--- config.mk ---
export PLATFORM = sky130hd
export DESIGN_NAME = gate_pipe_flat
export DESIGN_NICKNAME = d
export VERILOG_FILES = /design/src/rtl/gate_pipe_if.sv /design/src/rtl/gate_pipe.sv /design/src/flat_wrapper.sv
export SDC_FILE = /design/constraint.sdc
export NUM_CORES = 1
export LEC_CHECK = 0
export CAP_MARGIN = 20
export CELL_PAD_IN_SITES_DETAIL_PLACEMENT = 0
export CELL_PAD_IN_SITES_GLOBAL_PLACEMENT = 2
export CORE_MARGIN = 2
export CORE_UTILIZATION = 27
export DETAILED_ROUTE_END_ITERATION = 12
export GPL_TIMING_DRIVEN = 0
export MAX_ROUTING_LAYER = met4
export PLACE_DENSITY_LB_ADDON = 0.1
export SLEW_MARGIN = 20
export SYNTH_ARGS = -nofsm -noshare
export SYNTH_HDL_FRONTEND = slang
export SYNTH_SLANG_ARGS = --single-unit
--- constraint.sdc ---
create_clock -name clk -period 0.95 [get_ports clk]
set_input_delay 0.19 -clock clk [delete_from_list [all_inputs] [get_ports clk]]
set_output_delay 0.19 -clock clk [all_outputs]
set_load 0.01 [all_outputs]
--- src/rtl/gate_pipe_if.sv ---
// Handshake bundle for gate_pipe: operand/op input channel, result output channel, busy flag.
interface gate_pipe_if #(
    parameter int WIDTH  = 8,
    parameter int NUM_IN = 2
);
    logic                    in_valid;
    logic                    in_ready;
    logic [NUM_IN*WIDTH-1:0] in_data;
    logic [1:0]              op;
    logic                    out_valid;
    logic                    out_ready;
    logic [WIDTH-1:0]        out_data;
    logic                    busy;

    modport master (
        output in_valid, in_data, op, out_ready,
        input  in_ready, out_valid, out_data, busy
    );

    modport slave (
        input  in_valid, in_data, op, out_ready,
        output in_ready, out_valid, out_data, busy
    );
endinterface

--- src/rtl/gate_pipe.sv ---
// Bitwise AND/OR/XOR/NAND reduction over NUM_IN operands, DEPTH-stage elastic pipeline.
// Optional GATE_PIPE_CNT_EN adds a 16-bit wrapping output-transfer counter (xfer_cnt).
module gate_pipe #(
    parameter int WIDTH  = 8,
    parameter int NUM_IN = 2,
    parameter int DEPTH  = 2
) (
    input  logic          clk,
    input  logic          reset,
    gate_pipe_if.slave    bus
`ifdef GATE_PIPE_CNT_EN
    ,
    output logic [15:0]   xfer_cnt
`endif
);

    logic [DEPTH-1:0] vld_q;
    logic [WIDTH-1:0] dat_q [DEPTH];
    logic [DEPTH-1:0] load_en;
    logic [WIDTH-1:0] red;
    logic             chain;

    // The op is folded into the result at capture, so later op changes cannot touch it.
    always_comb begin
        red = bus.in_data[WIDTH-1:0];
        for (int k = 1; k < NUM_IN; k++) begin
            case (bus.op)
                2'b01:   red = red | bus.in_data[k*WIDTH +: WIDTH];
                2'b10:   red = red ^ bus.in_data[k*WIDTH +: WIDTH];
                default: red = red & bus.in_data[k*WIDTH +: WIDTH];
            endcase
        end
        if (bus.op == 2'b11) begin
            red = ~red;
        end
    end

    // A stage may load when it is empty or its occupant moves on; this collapses bubbles.
    always_comb begin
        load_en          = '0;
        chain            = !vld_q[DEPTH-1] || bus.out_ready;
        load_en[DEPTH-1] = chain;
        for (int k = DEPTH - 2; k >= 0; k--) begin
            chain      = !vld_q[k] || chain;
            load_en[k] = chain;
        end
    end

    always_ff @(posedge clk or posedge reset) begin
        if (reset) begin
            vld_q <= '0;
            for (int k = 0; k < DEPTH; k++) begin
                dat_q[k] <= '0;
            end
        end else begin
            if (load_en[0]) begin
                vld_q[0] <= bus.in_valid;
                if (bus.in_valid) begin
                    dat_q[0] <= red;
                end
            end
            for (int k = 1; k < DEPTH; k++) begin
                if (load_en[k]) begin
                    vld_q[k] <= vld_q[k-1];
                    if (vld_q[k-1]) begin
                        dat_q[k] <= dat_q[k-1];
                    end
                end
            end
        end
    end

    assign bus.in_ready  = load_en[0];
    assign bus.out_valid = vld_q[DEPTH-1];
    assign bus.out_data  = dat_q[DEPTH-1];
    assign bus.busy      = |vld_q;

`ifdef GATE_PIPE_CNT_EN
    always_ff @(posedge clk or posedge reset) begin
        if (reset) begin
            xfer_cnt <= '0;
        end else if (vld_q[DEPTH-1] && bus.out_ready) begin
            xfer_cnt <= xfer_cnt + 16'd1;
        end
    end
`endif

endmodule

--- src/flat_wrapper.sv ---
// flat-port wrapper written by rule: the top's interface ports become plain ports
module gate_pipe_flat 
#(
    parameter int WIDTH  = 8,
    parameter int NUM_IN = 2,
    parameter int DEPTH  = 2
)
  (clk, reset, bus_in_valid, bus_in_data, bus_op, bus_out_ready, bus_in_ready, bus_out_valid, bus_out_data, bus_busy);
  gate_pipe_if #(.WIDTH(WIDTH), .NUM_IN(NUM_IN)) bus_i ();
  input  logic clk;
  input  logic reset;
  input wire logic [$bits(bus_i.in_valid)-1:0] bus_in_valid;
  input wire logic [$bits(bus_i.in_data)-1:0] bus_in_data;
  input wire logic [$bits(bus_i.op)-1:0] bus_op;
  input wire logic [$bits(bus_i.out_ready)-1:0] bus_out_ready;
  output wire logic [$bits(bus_i.in_ready)-1:0] bus_in_ready;
  output wire logic [$bits(bus_i.out_valid)-1:0] bus_out_valid;
  output wire logic [$bits(bus_i.out_data)-1:0] bus_out_data;
  output wire logic [$bits(bus_i.busy)-1:0] bus_busy;
  assign bus_i.in_valid = bus_in_valid;
  assign bus_i.in_data = bus_in_data;
  assign bus_i.op = bus_op;
  assign bus_i.out_ready = bus_out_ready;
  assign bus_in_ready = bus_i.in_ready;
  assign bus_out_valid = bus_i.out_valid;
  assign bus_out_data = bus_i.out_data;
  assign bus_busy = bus_i.busy;
  gate_pipe #(.WIDTH(WIDTH), .NUM_IN(NUM_IN), .DEPTH(DEPTH)) u_core (.clk(clk), .reset(reset), .bus(bus_i));
endmodule
==> results.py <==
metrics = {
    "outcome": {
        "violations": "negative setup slack",
        "status": "complete, but fails checks",
    },
    "timing": {
        "post-route-min-period_ps": 1200,
        "rsz0062_at_grt": "true",
        "whs_ps": 278,
        "tightest_slew_ps": 380,
        "clock_skew_ps": 1.85,
        "finalMaxSlewViolations": 0,
        "hold_viol": 0,
        "setup_viol": 26,
        "min_period_over_period": 1.27,
        "fmax_mhz": 832,
        "slew_headroom": 0.746,
        "tns_ps": -2660,
        "setup_ws_ps": -252,
    },
    "logic_synthesis": {
        "ys_ff_latch": 18,
        "synth_cell_types": 19,
        "syn_inst": 135,
        "ys_seq_area_frac": 0.334,
        "synth_simple_gate_area_frac": 0.115,
        "syn_nets": 176,
        "avgSynthCellArea_um2": 10.0,
        "mappedNetlistArea_mm2": 0.00135,
        "muxShareOfSynthArea": 0.0667,
        "synth_top_family_by_area": "adder cells",
        "synthAdderAreaFrac": 0.176,
        "yosysWarnings": 0,
        "synth_compound_area_frac": 0.134,
        "synthXorXnorAreaFrac": 0.0519,
    },
    "detailed_routing": {
        "vias": 1020,
        "drc": 0,
        "wl_per_cell_um": 11.0,
        "ant_nets": 0,
        "viasPerCell": 4.20,
        "firstDrtPassIters": 2,
        "drt_iter0_drc": 21,
        "drt-total-wl_um": 2670,
    },
    "pwr": {
        "power_switching_mw": 0.868,
        "combPwrFrac": 0.452,
        "power_mw": 2.95,
        "p_clk_frac": 0.177,
        "vdd_drop_max_uv": 462,
        "seq_power_share": 0.371,
        "p_sw_frac": 0.295,
        "power_density_mw_per_mm2": 1460,
        "p_int_mw": 2.08,
        "power.leakage_nw": 0.974,
    },
    "critical_path": {
        "path_class": "reg -> out",
        "crit_path_max_incr_delay_ps": 390,
        "crit_buf_inv": 1,
        "cp_top_family": "flip-flops",
        "required_ps": 760,
        "crit_path_end_kind": "output pin",
        "arrival_ps": 1010,
        "crit_path_max_fanout": 3,
        "worst_path_max_delay_cell": "dfrtp_1",
        "critPathLaunchType": "flop",
        "path_cells": "or2_4 > buf_6",
    },
    "floorplanning": {
        "die-area_mm2": 0.00558,
        "start_util": 0.282,
        "die_h_um": 74.7,
        "core_mm2": 0.00479,
        "die_w_um": 74.7,
        "rows": 25,
        "io_pins": 33,
    },
    "layout": {
        "areaGrowthSynthToFinish_pct": 50.0,
        "final_core_util": 0.423,
        "insertedDiodeCount": 0,
        "drive_gt1_frac": 0.506,
        "final_common_cell": "dfrtp_1",
        "mostFrequentLayoutCells": "18 x dfrtp_1, 15 x inv_1, 15 x ha_1, 14 x buf_6, 14 x buf_4",
        "layout.nets": 219,
    },
    "clock_network": {
        "cts_tree": "built",
        "clockBufferDepth": 2,
        "root_buffer": "clkbuf_8",
        "numCtsBuffers": 3,
        "clock_latency_ps": 250,
        "postCtsHoldBufs": 0,
        "cts_sinks": 18,
        "path_clk_slew_ps": 60,
        "cts_max_level": 1,
    },
    "grt": {
        "grt_remaining_overflow": 0,
        "grt_pass1_vias": 1041,
        "grt_max_degree": 19,
        "grt_pass1_wl_um": 4600,
        "antenna_found_initial": 0,
        "grtUsageTotal": 0.111,
    },
    "place": {
        "gp_congestion": 0.721,
        "dp_hpwl_um": 2010,
        "io_buffers": 32,
    },
    "flow_run": {
        "drv_cap": 0,
    },
    "min_path": {
        "hold_class": "in -> async",
    },
}
## sequential cells by signal, indices dropped and copies added, names as in the netlist
name	cells
u_core.bus.out_data	8
u_core.dat_q	8
u_core.vld_q	2
## through the flow
stage | setup slack [ps] | cell area (µm²) | std cells
final | -252 | 2020 | 243
after global routing | -279 | 2020 | 243
after CTS | -261 | 2000 | 243
after detailed placement | -958 | 1820 | 234
after global placement | -923 | 1820 | 234
after floorplan | -177 | 1420 | 135
## final cells by class
class                           instances  area (µm²)
Buffer                                  2        18.8
Clock buffer                            3        41.3
Fill cell                             486        2760
Inverter                               20        86.3
Multi-Input combinational cell         85         916
Sequential cell                        18         450
Tap cell                               67        83.8
Timing Repair Buffer                   48         428
## cell families (layout without fill, tap and decap cells)
kind of cell	after synthesis	count (layout)
buf+inv	32	73
simple gates	29	29
compound gates	21	21
fa+ha+maj	19	19
flops	18	18
xor+xnor	8	8
mux	8	8
## path summary, 6_finish.rpt
kind / start / end / slack [ps] / depth (start not counted)
min: reset / u_core.bus.out_data[1]$_DFFE_PP0P_ / 280 / 2
max: u_core.vld_q[0]$_DFFE_PP0P_ / bus_busy / -250 / 2
min in group clk: bus_out_ready / u_core.vld_q[0]$_DFFE_PP0P_ / 400 / 3
max in group asynchronous: reset / u_core.bus.out_data[0]$_DFFE_PP0P_ / 430 / 2
min reg2reg: u_core.dat_q[11]$_DFFE_PP0P_ / u_core.dat_q[11]$_DFFE_PP0P_ / 500 / 2
max reg2reg: u_core.vld_q[1]$_DFFE_PP0P_ / u_core.bus.out_data[0]$_DFFE_PP0P_ / -170 / 3
## power groups by stage
| stage | logic (mW) | clock network, mW | registers [mW] |
|---|---|---|---|
| 3_3_place_gp | 1.16 | 0 | 1.07 |
| 4_1_cts | 1.33 | 0.544 | 1.08 |
| 3_5_place_dp | 1.19 | 0 | 1.08 |
| 2_1_floorplan | 0.777 | 0 | 1.05 |
| 5_1_grt | 1.46 | 0.569 | 1.12 |
| 6_report | 1.33 | 0.521 | 1.09 |
## Yosys cell counts, drive strengths merged
cell / instances / share of area
inv: 20 / 0.057
o21ai: 8 / 0.032
nand3b: 1 / 0.0056
nand2: 13 / 0.040
buf: 12 / 0.065
xnor2: 8 / 0.052
dfrtp: 18 / 0.33
a21oi: 5 / 0.019
nor2b: 3 / 0.014
a2bb2oi: 5 / 0.056
or2: 1 / 0.0046
nand2b: 11 / 0.051
mux2: 8 / 0.067
ha: 19 / 0.18
a31oi: 3 / 0.028
## what timing repair did
item,in CTS,in global routing
resized for setup,117,22
pin swaps,27,19
endpoints found under the setup margin,27,35
buffers inserted,13,2
gates cloned,1,0
## metal layers
layer	vias up	part of all wire	global-route usage
li1	508	-	-
met5	-	0	-
met1	484	0.43	0.125
met4	0	0.021	0.0536
met2	23	0.52	0.198
met3	5	0.029	0.00803
No activity file was read; power rests on OpenSTA's default activity.
